===== config.mk =====
export PLATFORM = sky130hd
export DESIGN_NAME = bram_s2p_tester_flat
export DESIGN_NICKNAME = d
export VERILOG_FILES = /design/src/rtl/bram_s2p_tester_if.sv /design/src/rtl/bram_s2p_tester.sv /design/src/flat_wrapper.sv
export SDC_FILE = /design/constraint.sdc
export NUM_CORES = 1
export LEC_CHECK = 0
export ABC_AREA = 1
export CAP_MARGIN = 10
export CORE_MARGIN = 1.5
export CORE_UTILIZATION = 45
export DETAILED_ROUTE_END_ITERATION = 8
export GPL_TIMING_DRIVEN = 1
export PLACE_DENSITY = 0.76
export SKIP_LAST_GASP = 1
export SYNTH_ARGS = -nofsm -noshare
export SYNTH_HDL_FRONTEND = slang
export SYNTH_SLANG_ARGS = --single-unit

===== constraint.sdc =====
create_clock -name clk -period 2.97 [get_ports clk]
set_input_delay 0.4455 -clock clk [delete_from_list [all_inputs] [get_ports clk]]
set_output_delay 0.4455 -clock clk [all_outputs]
set_load 0.05 [all_outputs]

===== src/rtl/bram_s2p_tester_if.sv =====
// Port bundle between bram_s2p_tester (master) and the bram_s2p wrapper (slave):
// write data/address/enable out, read address out, read data back.
interface bram_s2p_tester_if #(
    parameter int DATA_W = 40,
    parameter int ADDR_W = 9
);
    logic [DATA_W-1:0] din;
    logic [ADDR_W-1:0] waddr;
    logic              wen;
    logic [ADDR_W-1:0] raddr;
    logic [DATA_W-1:0] dout;

    modport master (output din, waddr, wen, raddr, input dout);
    modport slave  (input din, waddr, wen, raddr, output dout);
endinterface


===== src/rtl/bram_s2p_tester.sv =====
// Write/read-back pattern tester for bram_s2p. Optional inverted second pass
// is enabled by defining BRAM_TEST_INV_PASS_EN.
module bram_s2p_tester #(
    parameter int DATA_W   = 40,
    parameter int ADDR_W   = 9,
    parameter int DEPTH    = 512,
    parameter int READ_LAT = 2
) (
    input  logic                  clk,
    input  logic                  reset,
    input  logic                  start_i,
    input  logic [DATA_W-1:0]     seed_i,
    bram_s2p_tester_if.master     bram,
    output logic                  busy_o,
    output logic                  done_o,
    output logic                  pass_o,
    output logic [9:0]            err_count_o,
    output logic [ADDR_W-1:0]     first_err_addr_o
);
    localparam logic [ADDR_W-1:0] LAST = ADDR_W'(DEPTH - 1);

    typedef enum logic [2:0] {IDLE, WRITE, READ, DRAIN, DONE} state_t;

    state_t                         state_q, state_d;
    logic [ADDR_W-1:0]              wa_q, wa_d;
    logic [ADDR_W-1:0]              ra_q, ra_d;
    logic                           ph_q, ph_d;
    logic [DATA_W-1:0]              seed_q, seed_d;
    logic [9:0]                     err_q, err_d;
    logic [ADDR_W-1:0]              ferr_q, ferr_d;
    logic [READ_LAT:1]              vld_pipe_q, vld_pipe_d;
    logic [READ_LAT:1][ADDR_W-1:0]  pa_q, pa_d;
    logic                           pending;
`ifdef BRAM_TEST_INV_PASS_EN
    logic                           inv_q, inv_d;
`else
    localparam logic                inv_q = 1'b0;
`endif

    // Address replicated across the word from the LSB up, top bits get a[3:0].
    function automatic logic [DATA_W-1:0] pattern(input logic [ADDR_W-1:0] a,
                                                  input logic [DATA_W-1:0] s,
                                                  input logic              inv);
        logic [DATA_W-1:0] p;
        for (int i = 0; i < DATA_W; i++) p[i] = a[i % ADDR_W];
        p = s ^ p;
        return inv ? ~p : p;
    endfunction

    always_comb begin
        pending = 1'b0;
        for (int k = 1; k < READ_LAT; k++) pending = pending | vld_pipe_q[k];
    end

    always_comb begin
        state_d = state_q;
        wa_d    = wa_q;
        ra_d    = ra_q;
        ph_d    = ph_q;
        seed_d  = seed_q;
        err_d   = err_q;
        ferr_d  = ferr_q;
`ifdef BRAM_TEST_INV_PASS_EN
        inv_d   = inv_q;
`endif
        bram.wen = 1'b0;

        vld_pipe_d[1] = (state_q == READ);
        pa_d[1]       = ra_q;
        for (int k = 2; k <= READ_LAT; k++) begin
            vld_pipe_d[k] = vld_pipe_q[k-1];
            pa_d[k]       = pa_q[k-1];
        end

        if (vld_pipe_q[READ_LAT] &&
            bram.dout != pattern(pa_q[READ_LAT], seed_q, inv_q)) begin
            if (err_q != 10'd1023) err_d = err_q + 10'd1;
            if (err_q == 10'd0)    ferr_d = pa_q[READ_LAT];
        end

        case (state_q)
            IDLE, DONE: begin
                if (start_i) begin
                    seed_d  = seed_i;
                    err_d   = '0;
                    ferr_d  = '0;
                    wa_d    = '0;
                    ph_d    = 1'b0;
`ifdef BRAM_TEST_INV_PASS_EN
                    inv_d   = 1'b0;
`endif
                    state_d = WRITE;
                end
            end
            WRITE: begin
                // The wrapper registers wen, so each word gets a second, idle cycle.
                bram.wen = ~ph_q;
                ph_d     = ~ph_q;
                if (ph_q) begin
                    if (wa_q == LAST) begin
                        ra_d    = '0;
                        state_d = READ;
                    end else begin
                        wa_d = wa_q + 1'b1;
                    end
                end
            end
            READ: begin
                if (ra_q == LAST) state_d = DRAIN;
                else              ra_d = ra_q + 1'b1;
            end
            DRAIN: begin
                if (!pending) begin
`ifdef BRAM_TEST_INV_PASS_EN
                    if (!inv_q) begin
                        inv_d   = 1'b1;
                        wa_d    = '0;
                        ph_d    = 1'b0;
                        state_d = WRITE;
                    end else begin
                        state_d = DONE;
                    end
`else
                    state_d = DONE;
`endif
                end
            end
            default: state_d = IDLE;
        endcase
    end

    always_ff @(posedge clk) begin
        if (!reset) begin
            state_q    <= IDLE;
            wa_q       <= '0;
            ra_q       <= '0;
            ph_q       <= 1'b0;
            seed_q     <= '0;
            err_q      <= '0;
            ferr_q     <= '0;
            vld_pipe_q <= '0;
            pa_q       <= '0;
`ifdef BRAM_TEST_INV_PASS_EN
            inv_q      <= 1'b0;
`endif
        end else begin
            state_q    <= state_d;
            wa_q       <= wa_d;
            ra_q       <= ra_d;
            ph_q       <= ph_d;
            seed_q     <= seed_d;
            err_q      <= err_d;
            ferr_q     <= ferr_d;
            vld_pipe_q <= vld_pipe_d;
            pa_q       <= pa_d;
`ifdef BRAM_TEST_INV_PASS_EN
            inv_q      <= inv_d;
`endif
        end
    end

    // din/waddr follow the write counter, which freezes outside WRITE.
    assign bram.din         = pattern(wa_q, seed_q, inv_q);
    assign bram.waddr       = wa_q;
    assign bram.raddr       = (state_q == READ) ? ra_q : '0;
    assign busy_o           = (state_q == WRITE) || (state_q == READ) || (state_q == DRAIN);
    assign done_o           = (state_q == DONE);
    assign pass_o           = (state_q == DONE) && (err_q == 10'd0);
    assign err_count_o      = err_q;
    assign first_err_addr_o = ferr_q;
endmodule

===== src/flat_wrapper.sv =====
// flat-port wrapper written by rule: the top's interface ports become plain ports
module bram_s2p_tester_flat 
#(
    parameter int DATA_W   = 40,
    parameter int ADDR_W   = 9,
    parameter int DEPTH    = 512,
    parameter int READ_LAT = 2
)
  (clk, reset, start_i, seed_i, busy_o, done_o, pass_o, err_count_o, first_err_addr_o, bram_din, bram_waddr, bram_wen, bram_raddr, bram_dout);
  bram_s2p_tester_if #(.DATA_W(DATA_W), .ADDR_W(ADDR_W)) bram_i ();
  input  logic clk;
  input  logic reset;
  input  logic start_i;
  input  logic [DATA_W-1:0] seed_i;
  output logic busy_o;
  output logic done_o;
  output logic pass_o;
  output logic [9:0] err_count_o;
  output logic [ADDR_W-1:0] first_err_addr_o;
  output wire logic [$bits(bram_i.din)-1:0] bram_din;
  output wire logic [$bits(bram_i.waddr)-1:0] bram_waddr;
  output wire logic [$bits(bram_i.wen)-1:0] bram_wen;
  output wire logic [$bits(bram_i.raddr)-1:0] bram_raddr;
  input wire logic [$bits(bram_i.dout)-1:0] bram_dout;
  assign bram_din = bram_i.din;
  assign bram_waddr = bram_i.waddr;
  assign bram_wen = bram_i.wen;
  assign bram_raddr = bram_i.raddr;
  assign bram_i.dout = bram_dout;
  bram_s2p_tester #(.DATA_W(DATA_W), .ADDR_W(ADDR_W), .DEPTH(DEPTH), .READ_LAT(READ_LAT)) u_core (.clk(clk), .reset(reset), .start_i(start_i), .seed_i(seed_i), .bram(bram_i), .busy_o(busy_o), .done_o(done_o), .pass_o(pass_o), .err_count_o(err_count_o), .first_err_addr_o(first_err_addr_o));
endmodule

==> results.py <==
metrics = {
    "outcome": {
        "status": "finished clean",
    },
    "worst_hold_path": {
        "hold_class": "register to register",
    },
    "cells_and_area": {
        "syn2layout_area_growth_pct": 35.48,
        "design_area_um2": 7988,
        "layout_commonest_cell": "nand2_1",
        "postLayoutCoreUtil_pct": 62.79,
        "final_cell_mix": "nand2_1, clkdlybuf4s50_1, inv_1, nor2_1, dfxtp_1",
        "diodes": 0,
        "drive_above_1_share_pct": 4.718,
        "layout.nets": 1166,
    },
    "yosys": {
        "synth_warnings": 0,
        "synth_ff_type": "dfxtp_1",
        "async_reset_ff_share_pct": 0,
        "synth_area_per_cell_um2": 6.374,
        "synth_cell_types": 35,
        "synth_edf_count": 0,
        "synth_cells": 925,
        "yosysSeqAreaShare_pct": 34.30,
        "synth_nets": 1014,
        "synth-seq-cells": 101,
        "syn_area_um2": 5896,
    },
    "die": {
        "num_rows": 41,
        "die_h_um": 117.5,
        "start_util_pct": 46.34,
        "coreArea_um2": 12720,
        "ioPinCount": 164,
        "dieArea_um2": 13800,
        "die_w_um": 117.5,
    },
    "clocking": {
        "h-tree-depth": 3,
        "post_cts_buffers": 0,
        "clock-sinks": 101,
        "cts_resized": 0,
        "root_buffer": "clkbuf_16",
        "clk_latency_ns": 0.35,
        "clk_pin_slew_worst_paths_ns": 0.08,
        "holdBufCountCts": 0,
        "cts_buffer_depth": 2,
        "cts-buffers-inserted": 9,
        "cts_tree": "done",
    },
    "sta": {
        "setup_viol": 0,
        "fmax_mhz": 391.6,
        "tightest_slew_ns": 0.5988,
        "clock-skew-final_ns": 0.01113,
        "hold_violations": 0,
        "fin_crit_sh_pct": 85.97,
        "min_period_ns": 2.553,
        "drv_slew": 0,
        "rsz0062_at_grt": "no",
        "slew_headroom_pct": 60.02,
        "setup-tns-final_ns": 0,
    },
    "global_routing": {
        "grt_pass1_wl_mm": 26.19,
        "track_usage_pct": 23.65,
        "grt_max_degree": 65,
        "grt_pass1_vias": 5280,
        "antenna_found_initial": 0,
        "grt-ovfl-total": 0,
    },
    "setup_path": {
        "critPathLaunchType": "register",
        "critPathCaptureType": "output pin",
        "path_class": "register to output pin",
        "cp.arrival_ns": 2.11,
        "worstPathRequired_ns": 2.52,
        "crit_path_max_fanout": 14,
    },
    "power": {
        "seq_power_share_pct": 29.2,
        "power_frac_comb_pct": 49.4,
        "power.switching_fraction_pct": 45.11,
        "p_int_uw": 3310,
        "power_switching_uw": 2720,
        "p_per_area_nw_per_um2": 755.0,
        "pwr-share-clk_pct": 21.4,
        "p_leak_uw": 0.003769,
        "peakVddDrop_uv": 516.4,
    },
    "detailed_routing": {
        "first_iter_violations": 379,
        "viasPerCell": 4.803,
        "ant_nets": 0,
        "drc": 0,
        "num_vias": 6018,
        "wl_per_cell_um": 13.19,
        "firstDrtPassIters": 5,
        "routed_wl_mm": 16.53,
    },
    "placed_design": {
        "io_buffers": 163,
        "placed_area_um2": 7665,
        "gp_congestion": 0.8615,
        "dp_hpwl_mm": 12.42,
    },
    "run": {
        "drv_cap": 0,
    },
}
registers in the layout (all words and copies together) (netlist names):
register	cells
u_core.bram.waddr	9
u_core.err_count_o	10
u_core.first_err_addr_o	9
u_core.pa_d	9
u_core.pa_q	9
u_core.ph_q	1
u_core.ra_q	9
u_core.seed_q	40
u_core.state_q	3
u_core.vld_pipe_q	2
cells in the mapped netlist, types with 2 or more instances:
library cell    n  area (µm²)
nand3_1        32       160.2
nand4_1         3       18.77
nor3_1          9       45.04
ha_1            6       75.07
nand2_1       286        1074
nor4_1          5       31.28
nand3_2         3       30.03
nand3b_1       28       210.2
buf_4           5       37.54
xnor2_1        11       96.34
buf_6           3       33.78
nand2_2         2       12.51
buf_1           2       7.510
dfxtp_1       101        2022
o21ai_1         2       10.01
inv_1         124       465.5
buf_2           3       15.01
a21oi_1        43       215.2
clkbuf_1       23       86.33
nor2_2          3       18.77
inv_2           7       26.28
o21ai_0        52       260.3
nor2_1        113       424.2
nor3b_1         2       15.01
xor2_1         47       411.6
cell families after synthesis:
logic type	Yosys count	share of synthesized area (%)
AO/OA/AOI/OAI	101	8.977
XOR/XNOR	58	8.616
adder cells (fa/ha/maj)	6	1.273
buffers and inverters	168	11.46
flip-flops	101	34.30
AND/OR/NAND/NOR	491	35.38
layout make-up:
class | instances | area (µm²)
Fill cell | 1204 | 4735
Multi-Input combinational cell | 656 | 3201
Sequential cell | 101 | 2022
Timing Repair Buffer | 177 | 1734
Inverter | 132 | 495.5
Clock buffer | 9 | 225.2
Tap cell | 172 | 215.2
Clock inverter | 6 | 95.09
power groups by stage:
stage	registers (µW)	clock network [µW]	logic, µW
final	1760	1290	2980
after global routing	1790	1370	3210
after CTS	1760	1310	2980
after detailed placement	1790	0	2970
after global placement	1780	0	2940
after floorplan	1820	0	2010
through the flow:
stage,cells,setup slack [ns],hold WS (ns),total power [µW]
after global routing,1253,0.1965,0.4278,6371
after floorplan,925,0.2546,0.3905,3828
final,1253,0.4166,0.4069,6031
after global placement,1238,0.5381,0.3924,4728
after CTS,1253,0.1239,0.4098,6050
after detailed placement,1238,0.5095,0.3975,4754
worst max-delay path: stages, from the launching register on:
cell and delay, ns:
dfxtp_1 0.33, inv_2 0.12, nand3_2 0.28, nor2_1 0.19, clkdlybuf4s50_1 0.83
path summary, 6_finish.rpt:
check | start | slack, ns | cells past startpoint | endpoint
max | u_core.state_q[2] | 0.42 | 4 | bram_raddr[0]
min | u_core.pa_d[10] | 0.41 | 2 | u_core.pa_q[10]
max reg2reg | u_core.bram.waddr[0] | 0.47 | 14 | u_core.ra_q[7]
min reg2reg | u_core.pa_d[10] | 0.41 | 2 | u_core.pa_q[10]
per-layer routing:
layer / vias up / part of all wire [%] / global-route usage (%)
li1: 3150 / - / -
met1: 2674 / 47 / 32.24
met2: 173 / 45 / 38.01
met3: 21 / 4.9 / 3.343
met5: - / 0 / 0
met4: 0 / 2.6 / 9.070
No activity file was read; power rests on OpenSTA's default activity.
